**config.mk**
```make
export PLATFORM = sky130hd
export DESIGN_NAME = pong_paddle_tracker
export DESIGN_NICKNAME = d
export VERILOG_FILES = /design/src/rtl/pong_pkg.sv /design/src/rtl/pong_paddle_axis.sv /design/src/rtl/pong_paddle_tracker.sv
export SDC_FILE = /design/constraint.sdc
export NUM_CORES = 1
export LEC_CHECK = 0
export ABC_CLOCK_PERIOD_IN_PS = 5800
export CAP_MARGIN = 25
export CORE_ASPECT_RATIO = 0.5
export CORE_MARGIN = 10
export CORE_UTILIZATION = 37
export CTS_CLUSTER_DIAMETER = 200
export DETAILED_ROUTE_END_ITERATION = 10
export GPL_TIMING_DRIVEN = 0
export PLACE_DENSITY_LB_ADDON = 0.2
export SLEW_MARGIN = 30
export SYNTH_ARGS = -nofsm -noshare
export SYNTH_HDL_FRONTEND = slang
export SYNTH_SLANG_ARGS = --single-unit
```
**constraint.sdc**
```tcl
create_clock -name clk -period 5.8 [get_ports clk]
set_input_delay 0.58 -clock clk [delete_from_list [all_inputs] [get_ports clk]]
set_output_delay 0.58 -clock clk [all_outputs]
set_load 0.005 [all_outputs]
```
**src/rtl/pong_pkg.sv**
```systemverilog
// pong_pkg: shared side indices, FSM states and paddle limit helper.
package pong_pkg;
  localparam int TOP = 3;
  localparam int BOT = 2;
  localparam int LEFT = 1;
  localparam int RIGHT = 0;
  typedef enum logic [1:0] {IDLE, TRACK, SETTLED} state_t;
  typedef struct packed {
    int pmax;
    int pctr;
  } paddle_lim_t;
  function automatic paddle_lim_t paddle_lim(input int width, input int pad_len);
    paddle_lim_t l;
    l.pmax = width - 1 - pad_len;
    l.pctr = (width - pad_len) / 2;
    return l;
  endfunction
endpackage

```
**src/rtl/pong_paddle_axis.sv**
```systemverilog
// pong_paddle_axis: one paddle's target clamp, stepped motion and hit/miss compare.
import pong_pkg::*;
module pong_paddle_axis #(
  parameter int WIDTH = 16,
  parameter int BW = 4,
  parameter int PAD_LEN = 3,
  parameter int STEP = 1
) (
  input  logic          clk,
  input  logic          rst,
  input  logic [BW-1:0] c,
  input  logic          on_edge,
  input  logic          load,
  input  logic          en,
  input  logic          move,
  output logic [BW-1:0] p,
  output logic          hit,
  output logic          miss,
  output logic          at,
  output logic          done,
  output logic          chg
);
  localparam paddle_lim_t LIM = paddle_lim(WIDTH, PAD_LEN);
  localparam logic [BW:0] PMAX = (BW+1)'(LIM.pmax);
  localparam logic [BW-1:0] PCTR = BW'(LIM.pctr);
  localparam logic [BW:0] HALF = (BW+1)'(PAD_LEN / 2);
  localparam logic [BW:0] LOW = (BW+1)'(1 + PAD_LEN / 2);
  localparam logic [BW:0] SPAN = (BW+1)'(PAD_LEN - 1);
  localparam logic [BW-1:0] STP = BW'(STEP);
  logic [BW-1:0] t, tc, t_nxt, p_nxt, d, st;
  logic [BW:0] tw;
  logic in_rng;
  always_comb begin
    tw = {1'b0, c} - HALF;
    tc = ({1'b0, c} < LOW) ? BW'(1) : (tw > PMAX) ? PMAX[BW-1:0] : tw[BW-1:0];
    t_nxt = load ? tc : t;
    d = (t > p) ? t - p : p - t;
    st = (d > STP) ? STP : d;
    p_nxt = !(move && en) ? p : (t > p) ? p + st : p - st;
    in_rng = (c >= p) && ({1'b0, c} <= {1'b0, p} + SPAN);
  end
  assign at = !en || (p == t);
  assign done = !en || (p_nxt == t_nxt);
  assign chg = en && (tc != t);
  // hit/miss judge against the plate held before this edge's move
  always_ff @(posedge clk) begin
    if (rst) begin
      p <= PCTR;
      t <= PCTR;
      hit <= 1'b0;
      miss <= 1'b0;
    end else begin
      p <= p_nxt;
      if (load) t <= tc;
      hit <= load && en && on_edge && in_rng;
      miss <= load && en && on_edge && !in_rng;
    end
  end
endmodule

```
**src/rtl/pong_paddle_tracker.sv**
```systemverilog
// pong_paddle_tracker: four ball-tracking paddles with hit/miss flags and settle FSM.
import pong_pkg::*;
module pong_paddle_tracker #(
  parameter int WIDTH = 16,
  parameter int BIT_OF_WIDTH = 4,
  parameter int PAD_LEN = 3,
  parameter int STEP = 1
) (
  input  logic                      clk,
  input  logic                      rst,
  input  logic [2*BIT_OF_WIDTH-1:0] pos,
  input  logic                      ball_valid,
  input  logic [3:0]                en,
  input  logic                      freeze,
  output logic [4*BIT_OF_WIDTH-1:0] plate,
  output logic [3:0]                hit,
  output logic [3:0]                miss,
  output logic                      settled,
  output logic                      bad_pos
);
  localparam int BW = BIT_OF_WIDTH;
  localparam logic [BW-1:0] EHI = BW'(WIDTH - 2);
  localparam logic [BW-1:0] WLIM = BW'(WIDTH - 1);
  state_t state;
  logic [BW-1:0] x, y;
  logic [3:0] on_edge, at, done, chg;
  logic bad, load, move;
  assign x = pos[2*BW-1:BW];
  assign y = pos[BW-1:0];
  assign bad = (x == '0) || (x >= WLIM) || (y == '0) || (y >= WLIM);
  assign load = ball_valid && !bad;
  assign move = (state == TRACK) && !freeze;
  assign on_edge = {y == BW'(1), y == EHI, x == BW'(1), x == EHI};
  assign settled = (state == SETTLED) && (&at);
  for (genvar i = 0; i < 4; i++) begin : g_axis
    pong_paddle_axis #(.WIDTH(WIDTH), .BW(BW), .PAD_LEN(PAD_LEN), .STEP(STEP)) u_axis (
      .clk(clk), .rst(rst), .c(i >= 2 ? x : y), .on_edge(on_edge[i]), .load(load),
      .en(en[i]), .move(move), .p(plate[i*BW +: BW]), .hit(hit[i]), .miss(miss[i]),
      .at(at[i]), .done(done[i]), .chg(chg[i])
    );
  end
  always_ff @(posedge clk) begin
    if (rst) begin
      state <= IDLE;
      bad_pos <= 1'b0;
    end else begin
      bad_pos <= ball_valid && bad;
      case (state)
        IDLE: state <= load ? TRACK : IDLE;
        TRACK: state <= (!freeze && (&done)) ? SETTLED : TRACK;
        SETTLED: state <= ((load && |chg) || !(&at)) ? TRACK : SETTLED;
        default: state <= IDLE;
      endcase
    end
  end
endmodule

```
## After elaboration in Yosys (flattened, before gate mapping)

Index checks and enable logic that the tools add are counted.

| word-level totals | value |
|---|---|
| bits of input ports | 16 |
| flip-flop bits (word level) | 43 |
| output and inout bits | 26 |

| operators by class | value |
|---|---|
| magnitude comparators | 22 |
| add/subtract/negate cells | 22 |
| multiplexer cells | 28 |
| reductions and logical operators | 63 |
| equal/unequal tests | 18 |

Operators by type and width:

| kind | count |
|---|---|
| two-way mux 4 bit | 24 |
| subtractor 4 bit | 12 |
| logical AND 1 bit | 34 |
| equality test 4 bit | 8 |
| adder 4 x 2 -> 5 bit, second input constant | 4 |
| less-or-equal comparator 4 x 5 -> 1 bit | 4 |
| adder 4 bit | 4 |
| greater-or-equal comparator 4 bit | 4 |
| > comparator 4 x 1 -> 1 bit, second input constant | 4 |
| > comparator 4 bit | 4 |
| != test 4 bit | 4 |
| logical OR 1 bit | 12 |
| logical NOT 1 bit | 11 |
| > comparator 5 x 4 -> 1 bit, second input constant | 2 |
| subtractor 4 x 1 -> 5 bit, second input constant | 2 |
| equality test 4 x 1 -> 1 bit, second input constant | 2 |
| equality test 4 bit, second input constant | 2 |
| greater-or-equal comparator 4 bit, second input constant | 2 |
| logical NOT 4 bit | 2 |
| less-than comparator 4 x 2 -> 1 bit, second input constant | 2 |
| AND reduction 4 bit | 2 |
| one-hot mux 2 bit (3 select lines) | 1 |
| two-way mux 2 bit | 2 |
| OR reduction 4 bit | 1 |
| other kinds (4) | 4 |

## Longest topological paths before layout

| depth | value |
|---|---|
| depth after elaboration | 13 |
| gate-level depth with buffers | 23 |
| gate-level depth less buffers | 23 |

## By module

A second synthesis with hierarchy kept.

| unflattened totals | value |
|---|---|
| cell total of the unflattened synthesis | 651 |
| area total of the unflattened synthesis | 5420.2 sq um |

Modules (own cells, without submodules):

| module | cells an instance | sequential area each (sq um) | area each (sq um) | times used |
|---|---|---|---|---|
| pong_paddle_axis | 154 | 200.2 | 1282.5 | 4 |
| pong_paddle_tracker | 35 | 60.1 | 290.3 | 1 |

## Worst setup path before layout

Ideal clock, no wire load.

| timing | value |
|---|---|
| path kind | flip-flop to flip-flop |
| start point | reg g_axis[0].u_axis.p[1] |
| end point | reg state[0] |
| setup slack | 1.243 ns |
| required time | 5.685 ns |
| arrival | 4.442 ns |
| stages on the path, launching flop included | 20 |
| clock period less this slack | 4.557 ns |
| cell sequence | dfxtp_1 inv_1 fa_1 a21o_1 a21oi_1 a41oi_2 nor4b_1 a21oi_1 a211o_1 inv_1 ha_1 nand2_1 fa_1 a21oi_1 xor2_1 or4_1 a21o_1 a311oi_2 a21oi_1 o21ba_1 |

| on the way | value |
|---|---|
| cells in the longest elaborated chain, start to end | 13 |
| elaborated cells between the ends (all ways) | 22 |

RTL lines:

| what | RTL line | source |
|---|---|---|
| start: declaration | pong_paddle_axis.sv:16 | `output logic [BW-1:0] p,` |
| start signal: assignment | pong_paddle_axis.sv:53 | `p <= p_nxt;` |
| subtractor 4 bit or > comparator 4 bit (tied branches) | pong_paddle_axis.sv:37, pong_paddle_axis.sv:39 |  |
| two-way mux 4 bit | pong_paddle_axis.sv:37 | `d = (t > p) ? t - p : p - t;` |
| > comparator 4 x 1 -> 1 bit | pong_paddle_axis.sv:38 | `st = (d > STP) ? STP : d;` |
| two-way mux 4 bit | pong_paddle_axis.sv:38 |  |
| subtractor 4 bit or adder 4 bit (tied branches) | pong_paddle_axis.sv:39 | `p_nxt = !(move && en) ? p : (t > p) ? p + st : p - st;` |
| two-way mux 4 bit (2 in series) | pong_paddle_axis.sv:39 |  |
| equality test 4 bit | pong_paddle_axis.sv:43 | `assign done = !en \|\| (p_nxt == t_nxt);` |
| logical OR 1 bit | pong_paddle_axis.sv:43 |  |
| AND reduction 4 bit | pong_paddle_tracker.sv:50 | `TRACK: state <= (!freeze && (&done)) ? SETTLED : TRACK;` |
| logical AND 1 bit | pong_paddle_tracker.sv:50 |  |
| two-way mux 2 bit | pong_paddle_tracker.sv:50 |  |
| one-hot mux 2 bit (3 select lines) * | pong_paddle_tracker.sv:48 | `case (state)` |
| end signal: assignment | pong_paddle_tracker.sv:49 | `IDLE: state <= load ? TRACK : IDLE;` |
| end signal: assignment | pong_paddle_tracker.sv:50 |  |
| end signal: assignment | pong_paddle_tracker.sv:51 | `SETTLED: state <= ((load && \|chg) \|\| !(&at)) ? TRACK : SETTLED;` |
| end: declaration | pong_paddle_tracker.sv:24 | `state_t state;` |

Mark *: on every way between the ends. The rest lies on a longest branch, timed or not.
A chain may end at the register's enable or synchronous reset.

## Worst setup path in the final report

Ends and elaborated chain as after synthesis.

==> impl_metrics.py <==
metrics = {
    "routing": {
        "topRoutingLayerUsed": "met4",
        "met2_length_um": 5440,
        "wirelength_met1_um": 6530,
        "drt_iter0_drc": 213,
        "antenna_left": 0,
        "vias_per_cell": 5.15,
        "wl_per_cell_um": 15.7,
        "dr_wl_met3_um": 589,
        "drt_first_pass_iters": 5,
        "wl_um": 12800,
        "vias": 4200,
        "remaining_drc_errors": 0,
    },
    "worst_setup_path": {
        "arrival_ps": 5340,
        "crit_top_cell": "a21oi_1",
        "cp_data_required_time_ps": 5990,
        "path_class": "reg -> reg",
        "slowest_delay_ps": 550,
        "slowest_stage": "dfxtp_1",
        "startpoint_type": "flip-flop",
        "crit_buf_inv": 2,
        "cpLargestDelayFamily": "compound AO/OA/AOI/OAI gates",
        "cp-end-kind": "flip-flop",
        "cp_max_fo": 8,
        "critical_path.cell_chain": "inv_1 -> fa_1 -> a21o_1 -> a21oi_1 -> a41oi_2 -> nor4b_1 -> a21oi_1 -> a211o_1 -> inv_1 -> ha_1 -> nand2_1 -> fa_1 -> a21oi_1 -> xor2_1 -> or4_1 -> a21o_1 -> a311oi_2 -> a21oi_1 -> o21ba_1",
    },
    "synthesis": {
        "synth_top_area_share_pct": 21.4,
        "yosys_warnings": 0,
        "ys_ff_latch": 43,
        "synthTopCellsByCount": "ha_1, inv_1, a21oi_1, dfxtp_1, nor2_1",
        "syn_area_per_cell_sq_um": 8.42,
        "yosysTopAreaCell": "ha_1",
        "netlist_instances": 596,
        "synth-main-ff-cell": "dfxtp_1",
        "syn_area_sq_mm": 0.00502,
        "synth.most_common_cell": "ha_1",
        "synth_area_leaders": "ha_1, dfxtp_1, xnor2_1",
        "synth.distinct_cells": 61,
        "async_flop_share_pct": 0,
        "synth-edff-count": 0,
        "synth_seq_area_share_pct": 17.2,
    },
    "timing": {
        "rsz0062_at_grt": "no",
        "slew_headroom_pct": 54.2,
        "fin_worst_skew_ps": 4.70,
        "finalSetupTns_ps": 0,
        "max_freq_mhz": 194,
        "setup_viol": 0,
        "worstMarginPinSlew_ps": 687,
        "period_minus_slack_ps": 5140,
        "drv_slew": 0,
        "final_hold_viol_count": 0,
        "period_share_pct": 88.7,
    },
    "clocking": {
        "cts_inserted_buffers": 5,
        "htreeDepth": 2,
        "cts_tree": "built",
        "ctsLongestPathBuffers": 2,
        "cts.sinks": 43,
        "cts_resized": 0,
        "cts_root_buffer": "clkbuf_16",
        "insertion_delay_ps": 290,
        "clkTransAtPathRegs_ps": 60,
        "ctsHoldBuffers": 0,
        "post_cts_buffers": 0,
    },
    "die": {
        "core-area_sq_mm": 0.0130,
        "fp.dieArea_sq_mm": 0.0189,
        "die_w_um": 185,
        "die_y_um": 102,
        "io-pin-count": 42,
        "rows": 29,
        "initial_core_util_pct": 38.7,
    },
    "power_and_ir_drop": {
        "combinationalPowerShare_pct": 54.2,
        "ir_drop_mv": 0.111,
        "powerDensity_mw_per_mm2": 253,
        "p_int_uw": 884,
        "p_sw_uw": 585,
        "swShare_pct": 39.8,
        "power_frac_clock_pct": 21.9,
        "seq_power_share_pct": 23.9,
        "p_total_mw": 1.47,
        "p_leak_nw": 2.59,
    },
    "run_status": {
        "status": "finished, final reports clean",
    },
    "grt": {
        "grt_pass1_wl_um": 21000,
        "grtUsageTotal_pct": 13.7,
        "grt_pass1_vias": 4041,
        "grt-ovfl-total": 0,
        "grt_max_degree": 14,
        "antenna_found_initial": 0,
    },
    "placed_design": {
        "io_buffers": 40,
        "dp_hpwl_um": 10300,
        "dpl_cell_area_sq_mm": 0.00564,
        "place.gp.congestion": 0.855,
    },
    "final_layout": {
        "drive_gt1_share_pct": 5.57,
        "finalInstanceArea_sq_mm": 0.00580,
        "diodes": 0,
        "area_growth_syn_to_layout_pct": 15.7,
        "layout.nets": 760,
        "filler_cell_count": 1253,
    },
    "min_path": {
        "worst_hold_path_type": "reg -> reg",
    },
    "flow_run": {
        "maxCapViolCount": 0,
    },
}
worst min-delay path, stage by stage (launching register included):
cell and delay, ps:
dfxtp_1 350, mux2i_1 110, nand2b_1 70
path summary, 6_finish.rpt:
path | start | endpoint | slack (ps) | cells past startpoint
worst min register to register | g_axis[3].u_axis.t[2]$_SDFF_PP1_ | g_axis[3].u_axis.t[2]$_SDFF_PP1_ | 570 | 2
worst max-delay path | g_axis[0].u_axis.p[1]$_SDFF_PP1_ | state[0]$_SDFF_PP0_ | 660 | 19
worst max register to register | g_axis[0].u_axis.p[1]$_SDFF_PP1_ | state[0]$_SDFF_PP0_ | 660 | 19
worst min-delay path | g_axis[3].u_axis.t[2]$_SDFF_PP1_ | g_axis[3].u_axis.t[2]$_SDFF_PP1_ | 570 | 2
routing by layer:
metal / up-vias / GRT usage (%)
met1: 1966 / 18.9
met3: 15 / 2.83
met4: 0 / 4.28
met2: 73 / 21.1
li1: 2146 / -
met5: - / 0
logic make-up (layout without fill, tap and decap cells):
group / Yosys count / after routing / synth area share (%)
other cells: 1 / 4 / 0.0747
flops: 43 / 43 / 17.2
xor+xnor: 59 / 59 / 10.3
fa+ha+maj: 98 / 98 / 26.2
simple gates: 171 / 171 / 19.6
buf+inv: 82 / 129 / 7.23
mux: 15 / 15 / 3.07
compound gates: 127 / 127 / 16.3
power by group through the flow:
stage	clock network, mW	logic (mW)	registers, mW
6_report	0.322	0.796	0.352
3_5_place_dp	0	0.795	0.358
3_3_place_gp	0	0.781	0.358
2_1_floorplan	0	0.607	0.347
4_1_cts	0.329	0.802	0.352
5_1_grt	0.339	0.916	0.356
through the flow:
step | worst slack (ps) | cells | utilization (%) | hold slack, ps
final | 655 | 816 | 44.8 | 566
after global routing | 301 | 816 | 44.8 | 605
after CTS | 672 | 816 | 44.8 | 561
after detailed placement | 749 | 809 | 43.6 | 546
after global placement | 722 | 809 | 43.6 | 542
after floorplan | 1240 | 599 | - | 511
cell type report:
cell class / count / area [sq um] / share of cell area, %
inverters: 57 / 214 / 3.69
repair buffers: 40 / 400 / 6.90
flip-flops and latches: 43 / 861 / 14.8
clock inverters: 2 / 37.5 / 0.647
plain buffers: 25 / 149 / 2.57
multi-input cells: 474 / 3800 / 65.6
clock buffers: 5 / 125 / 2.16
well taps: 170 / 213 / 3.66
flip-flops by register name, summed over array words and instances, names as in the netlist:
register            count
bad_pos                 1
g_axis.u_axis.t        16
state                   2
g_axis.u_axis.miss      4
g_axis.u_axis.p        16
g_axis.u_axis.hit       4
cell usage in the layout, fill, tap and decap left out, types with 13 or more instances in the layout:
cell type        Yosys  routed
a21o_1              22      22
nand2_1             21      21
inv_1               55      55
xor2_1              21      21
o21ai_0             22      22
nor2_1              41      41
clkdlybuf4s50_1      0      40
dfxtp_1             43      43
nand3_1             13      13
ha_1                86      86
xnor2_1             38      38
nand2b_1            31      31
a21oi_1             43      43
No activity file was read; power rests on OpenSTA's default activity.
